$ cat src/rtl/midi_uart_rx_pkg.sv
// Shared definitions for the MIDI receiver: CONFIG holds datapath widths,
// MIDI holds protocol constants, receiver FSM states and the bit-vote helper.
package CONFIG;
    localparam int BYTE_WIDTH = 8;
endpackage

package MIDI;
    localparam int BAUD_RATE = 31_250;

    typedef enum logic [2:0] {
        IDLE      = 3'd0,
        START     = 3'd1,
        DATA      = 3'd2,
        STOP      = 3'd3,
        WAIT_HIGH = 3'd4
    } state_t;

    function automatic logic majority3(input logic a, input logic b, input logic c);
        return (a & b) | (a & c) | (b & c);
    endfunction
endpackage

$ cat src/rtl/midi_uart_rx_sync_2ff.sv
// Two-flop synchronizer for an asynchronous input pin; the reset value is a
// parameter so idle-high lines do not look active while reset is released.
module sync_2ff #(
    parameter logic RESET_VALUE = 1'b0
) (
    input  logic clk,
    input  logic reset,
    input  logic d,
    output logic q
);
    logic meta;

    // NOTE: non-blocking assignments keep this a true two-stage pipeline; q takes meta's old value.
    always_ff @(posedge clk) begin
        if (reset) begin
            meta <= RESET_VALUE;
            q    <= RESET_VALUE;
        end else begin
            meta <= d;
            q    <= meta;
        end
    end
endmodule

$ cat src/rtl/midi_uart_rx.sv
// MIDI (31.25 kbaud, 8N1) UART receiver with framing-error detection.
// Define MIDI_RX_MAJORITY_EN to vote each data/stop bit from three samples.
module midi_uart_rx #(
    parameter int CLOCK_HZ  = 50_000_000,
    parameter int BAUD_RATE = MIDI::BAUD_RATE
) (
    input  logic                          clock_50_000_000,
    input  logic                          reset,
    input  logic                          rx,
    output logic [CONFIG::BYTE_WIDTH-1:0] data_out,
    output logic                          data_out_ready,
    output logic                          framing_error
);
    import MIDI::*;

    localparam int BW           = CONFIG::BYTE_WIDTH;
    localparam int CLKS_PER_BIT = CLOCK_HZ / BAUD_RATE;
    localparam int HALF_BIT     = CLKS_PER_BIT / 2;
    localparam int CW           = $clog2(CLKS_PER_BIT);

    localparam logic [CW-1:0] LAST_CNT = CW'(CLKS_PER_BIT - 1);
    localparam logic [CW-1:0] HALF_CNT = CW'(HALF_BIT - 1);
    localparam logic [2:0]    LAST_BIT = 3'(BW - 1);

    logic          rx_sync;
    logic          bit_val;
    state_t        state;
    logic [CW-1:0] cnt;
    logic [2:0]    bit_idx;
    logic [BW-1:0] shift;

    // Idle line is high, so the synchronizer must reset high to avoid a false start bit.
    sync_2ff #(.RESET_VALUE(1'b1)) u_rx_sync (
        .clk   (clock_50_000_000),
        .reset (reset),
        .d     (rx),
        .q     (rx_sync)
    );

`ifdef MIDI_RX_MAJORITY_EN
    localparam logic [CW-1:0] EARLY_CNT = CW'(CLKS_PER_BIT - 201);
    localparam logic [CW-1:0] MID_CNT   = CW'(CLKS_PER_BIT - 101);

    logic early_s;
    logic mid_s;

    always_ff @(posedge clock_50_000_000) begin
        if (reset) begin
            early_s <= 1'b1;
            mid_s   <= 1'b1;
        end else begin
            if (cnt == EARLY_CNT) early_s <= rx_sync;
            if (cnt == MID_CNT)   mid_s   <= rx_sync;
        end
    end

    assign bit_val = majority3(early_s, mid_s, rx_sync);
`else
    assign bit_val = rx_sync;
`endif

    always_ff @(posedge clock_50_000_000) begin
        if (reset) begin
            state          <= IDLE;
            cnt            <= '0;
            bit_idx        <= '0;
            shift          <= '0;
            data_out       <= '0;
            data_out_ready <= 1'b0;
            framing_error  <= 1'b0;
        end else begin
            // Both status outputs are single-cycle pulses unless a branch below raises one.
            data_out_ready <= 1'b0;
            framing_error  <= 1'b0;
            cnt            <= cnt + CW'(1);

            case (state)
                IDLE: begin
                    if (!rx_sync) begin
                        state <= START;
                        cnt   <= '0;
                    end
                end
                START: begin
                    if (cnt == HALF_CNT) begin
                        cnt     <= '0;
                        bit_idx <= '0;
                        state   <= rx_sync ? IDLE : DATA;
                    end
                end
                DATA: begin
                    if (cnt == LAST_CNT) begin
                        cnt     <= '0;
                        shift   <= {bit_val, shift[BW-1:1]};
                        bit_idx <= bit_idx + 3'd1;
                        if (bit_idx == LAST_BIT) state <= STOP;
                    end
                end
                STOP: begin
                    if (cnt == LAST_CNT) begin
                        cnt <= '0;
                        if (bit_val) begin
                            data_out       <= shift;
                            data_out_ready <= 1'b1;
                            state          <= IDLE;
                        end else begin
                            framing_error <= 1'b1;
                            state         <= WAIT_HIGH;
                        end
                    end
                end
                WAIT_HIGH: begin
                    // A held-low line (break) parks here until it returns high.
                    if (rx_sync) state <= IDLE;
                end
                default: state <= IDLE;
            endcase
        end
    end
endmodule

$ cat config.mk
export PLATFORM = sky130hd
export DESIGN_NAME = midi_uart_rx
export DESIGN_NICKNAME = d
export VERILOG_FILES = /design/src/rtl/midi_uart_rx_pkg.sv /design/src/rtl/midi_uart_rx_sync_2ff.sv /design/src/rtl/midi_uart_rx.sv
export SDC_FILE = /design/constraint.sdc
export NUM_CORES = 1
export LEC_CHECK = 0
export ABC_AREA = 1
export BUFFER_PORTS_ARGS = -buffer_cell sky130_fd_sc_hd__buf_4
export CORE_MARGIN = 2
export CORE_UTILIZATION = 27
export DETAILED_ROUTE_END_ITERATION = 16
export GPL_TIMING_DRIVEN = 0
export HOLD_SLACK_MARGIN = 0.08
export PLACE_DENSITY_LB_ADDON = 0.05
export SETUP_SLACK_MARGIN = 0.05
export SLEW_MARGIN = 0
export SYNTH_ARGS = -nofsm -noshare
export SYNTH_HDL_FRONTEND = slang
export SYNTH_SLANG_ARGS = --single-unit
$ cat constraint.sdc
create_clock -name clock_50_000_000 -period 1.8 [get_ports clock_50_000_000]
set_clock_uncertainty 0.05 [all_clocks]
set_input_delay 0.09 -clock clock_50_000_000 [delete_from_list [all_inputs] [get_ports clock_50_000_000]]
set_output_delay 0.09 -clock clock_50_000_000 [all_outputs]
set_load 0.01 [all_outputs]
# After elaboration in Yosys (flattened, before gate mapping)

Cells that the tools add are included.

Add/sub/neg operators: 2
$mul: 0
Divide/modulo/power cells: 0
$lt $le $gt $ge: 0
Equality and inequality tests: 13
Shift operators: 0
Muxes and demuxes: 18
Bitwise logic cells: 2
Reductions and logical operators: 8

Operator list:

| operator                                                           | count |
|---|---|
| 11-bit two-way mux                                                 | 3 |
| 11-bit one-hot mux with 3 select lines                             | 1 |
| 3-bit two-way mux                                                  | 9 |
| 3-bit one-hot mux with 5 select lines                              | 1 |
| 11-bit by 1-bit adder with 11-bit output (second input constant)   | 1 |
| 11-bit by 10-bit == test with 1-bit output (second input constant) | 1 |
| 11-bit == test (second input constant)                             | 1 |
| 2-bit != test (second input constant)                              | 5 |
| 3-bit by 2-bit == test with 1-bit output (second input constant)   | 2 |
| 3-bit == test (second input constant)                              | 2 |
| 3-bit one-hot mux with 2 select lines                              | 1 |
| 3-bit AND reduction                                                | 2 |
| 6-bit AND reduction                                                | 1 |
| 3-bit by 1-bit adder with 3-bit output (second input constant)     | 1 |
| 3-bit by 1-bit == test with 1-bit output (second input constant)   | 1 |
| 3-bit zero test                                                    | 1 |
| 3-bit OR reduction                                                 | 1 |
| 1-bit two-way mux                                                  | 2 |
| 2-bit two-way mux                                                  | 1 |
| 2-bit by 1-bit != test with 1-bit output (second input constant)   | 1 |
| 1-bit NOT                                                          | 2 |
| 2-bit AND reduction                                                | 1 |
| 2-bit nonzero test                                                 | 1 |
| 2-bit OR reduction                                                 | 1 |

Register bits: 37
Latch bits: 0
Memory bits (writable): 0
ROM bits: 0
Input port bits: 3
Output and inout port bits: 10
Logic and storage cells: 52
Memories: 0

# Logic depth before layout (Yosys ltp)

Gate-level depths: netlist of the first run.

Depth after elaboration: 4
Depth in mapped cells: 11
Depth with buffers taken out: 11

# Modules after synthesis

Synthesis of the first run repeated with hierarchy kept, for this count alone.

Cell total of the unflattened synthesis: 215
Area, all modules: 1629.1 um^2

By module, submodules not included:

| module       | instances | cells an instance | area an instance (um^2) | sequential area each (um^2) |
|---|---|---|---|---|
| midi_uart_rx | 1         | 208               | 1570.3                  | 700.7 |
| sync_2ff     | 1         | 7                 | 58.8                    | 40.0 |

# Worst setup path after synthesis of the first run

OpenSTA, ideal clock, no wires.

Kind: register to register
From: reg cnt[0]
To: reg data_out[3] (netlist bit)
Library setup time: 66 ps
Arrival time: 1472 ps
Data required time: 1684 ps
Slack: 212 ps
Stages on the path, launching flop included: 9
Path buffers: 1
Period minus slack after synthesis: 1588 ps
Cell sequence: dfxtp_1 ha_1 inv_1 nor3_4 nand2_2 nor3_4 buf_6 o21ai_2 a21oi_2

Cells in the longest elaborated chain, start to end: 2

RTL lines:

| item                          | line                | text |
|---|---|---|
| start: declaration            | midi_uart_rx.sv:28  | `logic [CW-1:0] cnt;` |
| start signal: assignment      | midi_uart_rx.sv:75  | `cnt <= cnt + CW'(1);` |
| 11-bit == test                | midi_uart_rx.sv:100 | `if (cnt == LAST_CNT) begin` |
| 3-bit AND reduction (no line) | n/a                 |  |
| end signal: assignment        | midi_uart_rx.sv:103 | `data_out <= shift;` |
| end: declaration              | midi_uart_rx.sv:10  | `output logic [CONFIG::BYTE_WIDTH-1:0] data_out,` |

No other way between the ends.
A chain may end at the register's enable or synchronous reset.

# Final worst setup path of the first run

From: reg cnt[1]
To: reg shift[2]

Cells in the longest elaborated chain, start to end: 2

RTL lines:

| item                          | line               | text |
|---|---|---|
| 11-bit == test                | midi_uart_rx.sv:92 | `if (cnt == LAST_CNT) begin` |
| 2-bit AND reduction (no line) | n/a                |  |
| end signal: assignment        | midi_uart_rx.sv:94 | `shift <= {bit_val, shift[BW-1:1]};` |
| end: declaration              | midi_uart_rx.sv:30 | `logic [BW-1:0] shift;` |

No other way between the ends.

==> results.cfg, run 1 <==
[place]
port_buffers = 11
gp_congestion = 0.7242
dpl.hpwl_microns = 2661
dp_cells = 302
placed_area_sq_um = 1802

[global_routing]
grt_pass1_wl_microns = 6548
grtUsageTotal_pct = 13.22
grt.overflow.total = 0
antenna_found_initial = 0
grt_max_degree = 13
grt_pass1_vias = 1325

[final_layout]
regArea_sq_um = 747.0
fill_cells = 657
syn_to_final_growth_pct = 26.79
final_cell_mix = dfxtp_1, nand2_1, inv_1
final_area_sq_um = 2061
layout_commonest_cell = dfxtp_1
drive_gt1_share_pct = 22.45
stdcell_count = 320
multi_input_area_sq_um = 784.5
finish.net_count = 250
antennaDiodeCount = 0

[worst_hold_path]
hold_path.class = in -> reg
min_to = data_out_ready
min-delay-start = reset
hold_depth = 2

[logic_synthesis]
yosys.area.top_type = dfxtp_1
synthDistinctLibCells = 27
synth_nets = 222
ys_ff_latch = 37
ys_warn_count = 0
yosys.area.top_type_share_pct = 45.57
syn_inst = 216
avgSynthCellArea_sq_um = 7.525
synth_area_leaders = dfxtp_1, nand2_1, inv_1
seq_area_frac_synth_pct = 45.57
synth_area_sq_um = 1625

[die]
io_pins = 13
die_height_microns = 81.59
start_util_pct = 27.61
coreArea_sq_um = 5886
die_width_microns = 81.59
rows = 28
die_area_sq_um = 6656

[route]
wl_per_cell_microns = 12.45
finalWirelength_microns = 3983
drtIter0Drc = 65
drc_errors = 0
drt-pass1-iter-count = 4
ant_nets = 0
vias = 1425
viasPerCell = 4.453

[clock_tree]
cts_root_buffer = clkbuf_8
path_clk_slew_ns = 0.08
cts.htree.levels = 2
cts_max_path_buffers = 2
clkSinkCount = 37
clk_latency_ns = 0.29
numCtsBuffers = 5
cts_tree = done

[sta]
fmax_mhz = 592.3
maxSlewHeadroom_pct = 61.61
setup_tns_ns = 0
finalHoldViolCount = 0
period_needed_ns = 1.688
drv_slew = 0
worst_hold_slack_ns = 0.1547
rsz0062_at_grt = true
finalSetupViolations = 0
worst_slew_pin_slew_ns = 0.5714
fin_crit_sh_pct = 93.80

[critical_path]
reg2reg_to = shift[2]
critical_path_arrival_ns = 1.82
rr_worst_depth = 9
critical_path_class = reg -> reg
worstPathRequired_ns = 1.93
critPathCaptureType = flop
r2r-start = cnt[1]
start_kind = flop
reg2reg_slack_ns = 0.11
critPathMaxFanout = 10

[power_and_ir_drop]
p_per_area_nw_per_um2 = 1018
pwr-share-comb_pct = 19.4
clockPowerShare_pct = 36.6
p_sw_uw = 618.3
vdd_drop_max_v = 0.0003865
p_int_uw = 1480
seq_power_share_pct = 44.1
leakage_uw = 0.0009023
fin_total_pwr_uw = 2098
switching_share_pct = 29.47

[outcome]
status = complete, no violations

[flow_run]
max_cap_viol_count = 0
## power groups by stage
stage | Combinational [uW] | Clock [uW] | Sequential, uW
global route | 473 | 831 | 932
floorplan | 251 | 0 | 922
global placement | 324 | 0 | 939
detailed placement | 318 | 0 | 936
finish | 406 | 767 | 924
CTS | 373 | 797 | 922
## synthesized netlist by cell type, drive strengths merged
cell and count:
inv 31, nor4 1, o31ai 1, nand2 37, a21oi 22, dfxtp 37
nor3 3, or2 3, buf 3, a41oi 1, o21ai 19, xor2 2
nand3 12, o21bai 1, nor2 29, nand4 7, clkbuf 2, ha 3
and3 2
## registers in the layout (all words and copies together) (netlist names)
register / flops
bit_idx: 3
cnt: 11
data_out: 8
data_out_ready: 1
framing_error: 1
shift: 8
state: 3
u_rx_sync.meta: 1
u_rx_sync.q: 1
## metrics by stage
step | setup slack [ns] | util (%)
detailed placement | -0.2039 | 30.61
global placement | -0.2799 | 30.61
floorplan | 0.2122 | -
CTS | 0.05169 | 34.18
finish | 0.1116 | 35.01
global route | -0.004810 | 35.01
## layout make-up
type / count / share of cell area, %
Tap cell: 75 / 4.554
Clock buffer: 6 / 4.007
Multi-Input combinational cell: 143 / 38.07
Sequential cell: 37 / 36.25
Inverter: 31 / 5.647
Buffer: 5 / 1.700
Clock inverter: 2 / 1.821
Timing Repair Buffer: 21 / 7.954
## per-layer routing
| metal | track usage, % | up-vias | wire, microns | share of wire (%) |
|---|---|---|---|---|
| met5 | 0 | - | 0 | 0 |
| met4 | 5.500 | 0 | 80 | 2.0 |
| met3 | 3.956 | 7 | 176 | 4.4 |
| met2 | 19.34 | 24 | 1692 | 42 |
| met1 | 18.06 | 637 | 2034 | 51 |
| li1 | - | 757 | - | - |
## cell families after synthesis
group	after synthesis	share of synthesized area [%]
compound gates	44	15.01
xor+xnor	2	1.078
fa+ha+maj	3	2.310
buf+inv	36	8.930
flops	37	45.57
simple gates	94	27.10
## repair_timing
item	4_1_cts	5_1_grt
setup buffers	5	3
gates cloned	1	0
endpoints found under the hold margin	1	0
pin swaps	4	3
endpoints found under the setup margin	32	24
resized for setup	14	13
hold buffers	1	0
## critical path: stages, from the launching register on
cell     delay (ns)
dfxtp_2        0.37
ha_4           0.15
nand3_1        0.13
inv_2          0.10
nand3_1        0.08
nor2_1         0.16
nand2_2        0.16
buf_6          0.19
o21ai_0        0.14
a21oi_1        0.05
## worst max path at each step
stage / start / end / slack [ns] / cells past startpoint
after floorplan: cnt[0] / data_out[3] / 0.21 / 8
after global placement: cnt[0] / cnt[1] / -0.28 / 8
after detailed placement: cnt[0] / cnt[1] / -0.20 / 8
after CTS: cnt[1] / cnt[9] / 0.05 / 7
after global routing: cnt[1] / shift[4] / -0.005 / 9
final: cnt[1] / shift[2] / 0.11 / 9
Note: power is estimated with default switching activity, not from simulation.
==> run 2, diff against run 1 <==
- CORE_MARGIN: 2 -> 10
==> results.cfg, run 2 (same netlist as run 1, synthesis figures left out) <==
[outcome]
status = complete, no violations

[final_layout]
stdcell_count = 319
layout_commonest_cell = dfxtp_1
multi_input_area_sq_um = 783.3
drive_gt1_share_pct = 22.54
largest_reg_flops = 11
final_cell_mix = dfxtp_1, nand2_1, inv_1
syn_to_final_growth_pct = 24.02
regArea_sq_um = 747.0
regMostFlops = cnt
antennaDiodeCount = 0
fill_cells = 651
finish.net_count = 249
top_regs = cnt x11, data_out x8, shift x8
fin_util_pct = 34.25

[sta]
drv_slew = 0
period_needed_ns = 1.656
rsz0062_at_grt = true
fmax_mhz = 603.7
finalSetupViolations = 0
finalHoldViolCount = 0
setup_tns_ns = 0
maxSlewHeadroom_pct = 65.67
fin_crit_sh_pct = 92.02
worst_slew_pin_slew_ns = 0.5150

[critical_path]
r2r-start = cnt[1]
worstPathRequired_ns = 1.99
critPathBufInv = 2
reg2reg_slack_ns = 0.14
critPathCaptureType = flop
max_stage_delay_ns = 0.36
slowest_stage = dfxtp_2
path_cells = ha_4, inv_2, nor3_4, nand2_2, nor3_4, buf_6, o21ai_2, a21oi_2
reg2reg_to = data_out[3]
rr_worst_depth = 8
critPathMaxFanout = 5
critical_path_class = reg -> reg
cpMostUsedCell = nor3_4
crit_family = simple AND/OR/NAND/NOR gates
start_kind = flop
critical_path_arrival_ns = 1.85

[power_and_ir_drop]
vdd_drop_max_v = 0.0003645
leakage_uw = 0.0008884
p_per_area_nw_per_um2 = 957.2

[route]
drt-pass1-iter-count = 4
vias = 1445
finalWirelength_microns = 4159
drtIter0Drc = 102
viasPerCell = 4.530
drc_errors = 0
ant_nets = 0
wl_per_cell_microns = 13.04

[global_routing]
antenna_found_initial = 0
grt.overflow.total = 0
grt_pass1_vias = 1333
grt_pass1_wl_microns = 6803
grt_max_degree = 13
grtUsageTotal_pct = 8.768

[worst_hold_path]
hold_depth = 2
hold_path.class = in -> reg
min_to = data_out_ready
min-delay-start = reset

[place]
gp_congestion = 0.7516
port_buffers = 11
dpl.hpwl_microns = 2781
dp_cells = 302

[clock_tree]
cts_root_buffer = clkbuf_8
clk_latency_ns = 0.30
numCtsBuffers = 5
path_clk_slew_ns = 0.08
cts.htree.levels = 2
cts_tree = done
cts_max_path_buffers = 2
clkSinkCount = 37

[die]
io_pins = 13
die_width_microns = 97.59
rows = 28
die_height_microns = 97.59
start_util_pct = 27.61
die_area_sq_um = 9523
coreArea_sq_um = 5886

[flow_run]
max_cap_viol_count = 0
-- run 2: cell type report --
cell class / instances / area share, %
multi-input combinational: 143 / 38.86
sequential: 37 / 37.06
timing repair buffer: 20 / 7.759
inverter: 31 / 5.773
tap: 75 / 4.656
clock buffer: 6 / 3.600
buffer: 5 / 1.552
clock inverter: 2 / 0.7449
-- run 2: power by group --
part | internal, uW | switching (uW) | total, uW
registers | 875 | 50.6 | 926
logic | 149 | 249 | 398
clock network | 273 | 332 | 605
-- run 2: metrics by stage --
step | power (uW) | instance area, sq um | setup WS [ns] | hold WS, ns
6_report | 1929 | 2016 | 0.1436 | 0.1747
5_1_grt | 2053 | 2016 | 0.02989 | 0.1951
4_1_cts | 1925 | 1971 | 0.07865 | 0.1758
3_5_place_dp | 1255 | 1802 | -0.1926 | 0.2301
3_3_place_gp | 1264 | 1802 | -0.2508 | 0.2256
2_1_floorplan | 1173 | 1625 | 0.2122 | 0.1438
-- run 2: repair_timing --
item                                    CTS  global route
hold buffers                              1             0
hold endpoints to repair                  1             0
buffers inserted                          4             3
resized for setup                        10            16
endpoints found under the setup margin   32            25
pin swaps                                 3             5
gates cloned                              1             0
-- run 2: worst max path at each step --
stage,end,start,slack (ns),depth (start not counted)
floorplan,data_out[3],cnt[0],0.21,8
global placement,cnt[1],cnt[0],-0.25,8
detailed placement,cnt[1],cnt[0],-0.19,8
CTS,data_out[1],cnt[1],0.08,8
global route,shift[4],cnt[1],0.03,9
finish,data_out[3],cnt[1],0.14,8
-- run 2: routing by layer --
metal	part of all wire [%]	vias up	GRT usage [%]	wire, microns
met5	0	-	0	0
met4	1.3	0	2.685	54
met3	4.1	7	3.556	171
met2	42	20	12.21	1730
met1	53	659	11.88	2203
li1	-	759	-	-
-- run 2: worst reg2reg max path: cells and delay by family (launching register included) --
family / cells / cell delay, ns
AND/OR/NAND/NOR: 3 / 0.63
adder cells (fa/ha/maj): 1 / 0.16
flip-flops: 1 / 0.36
AO/OA/AOI/OAI: 2 / 0.18
buffers and inverters: 2 / 0.22
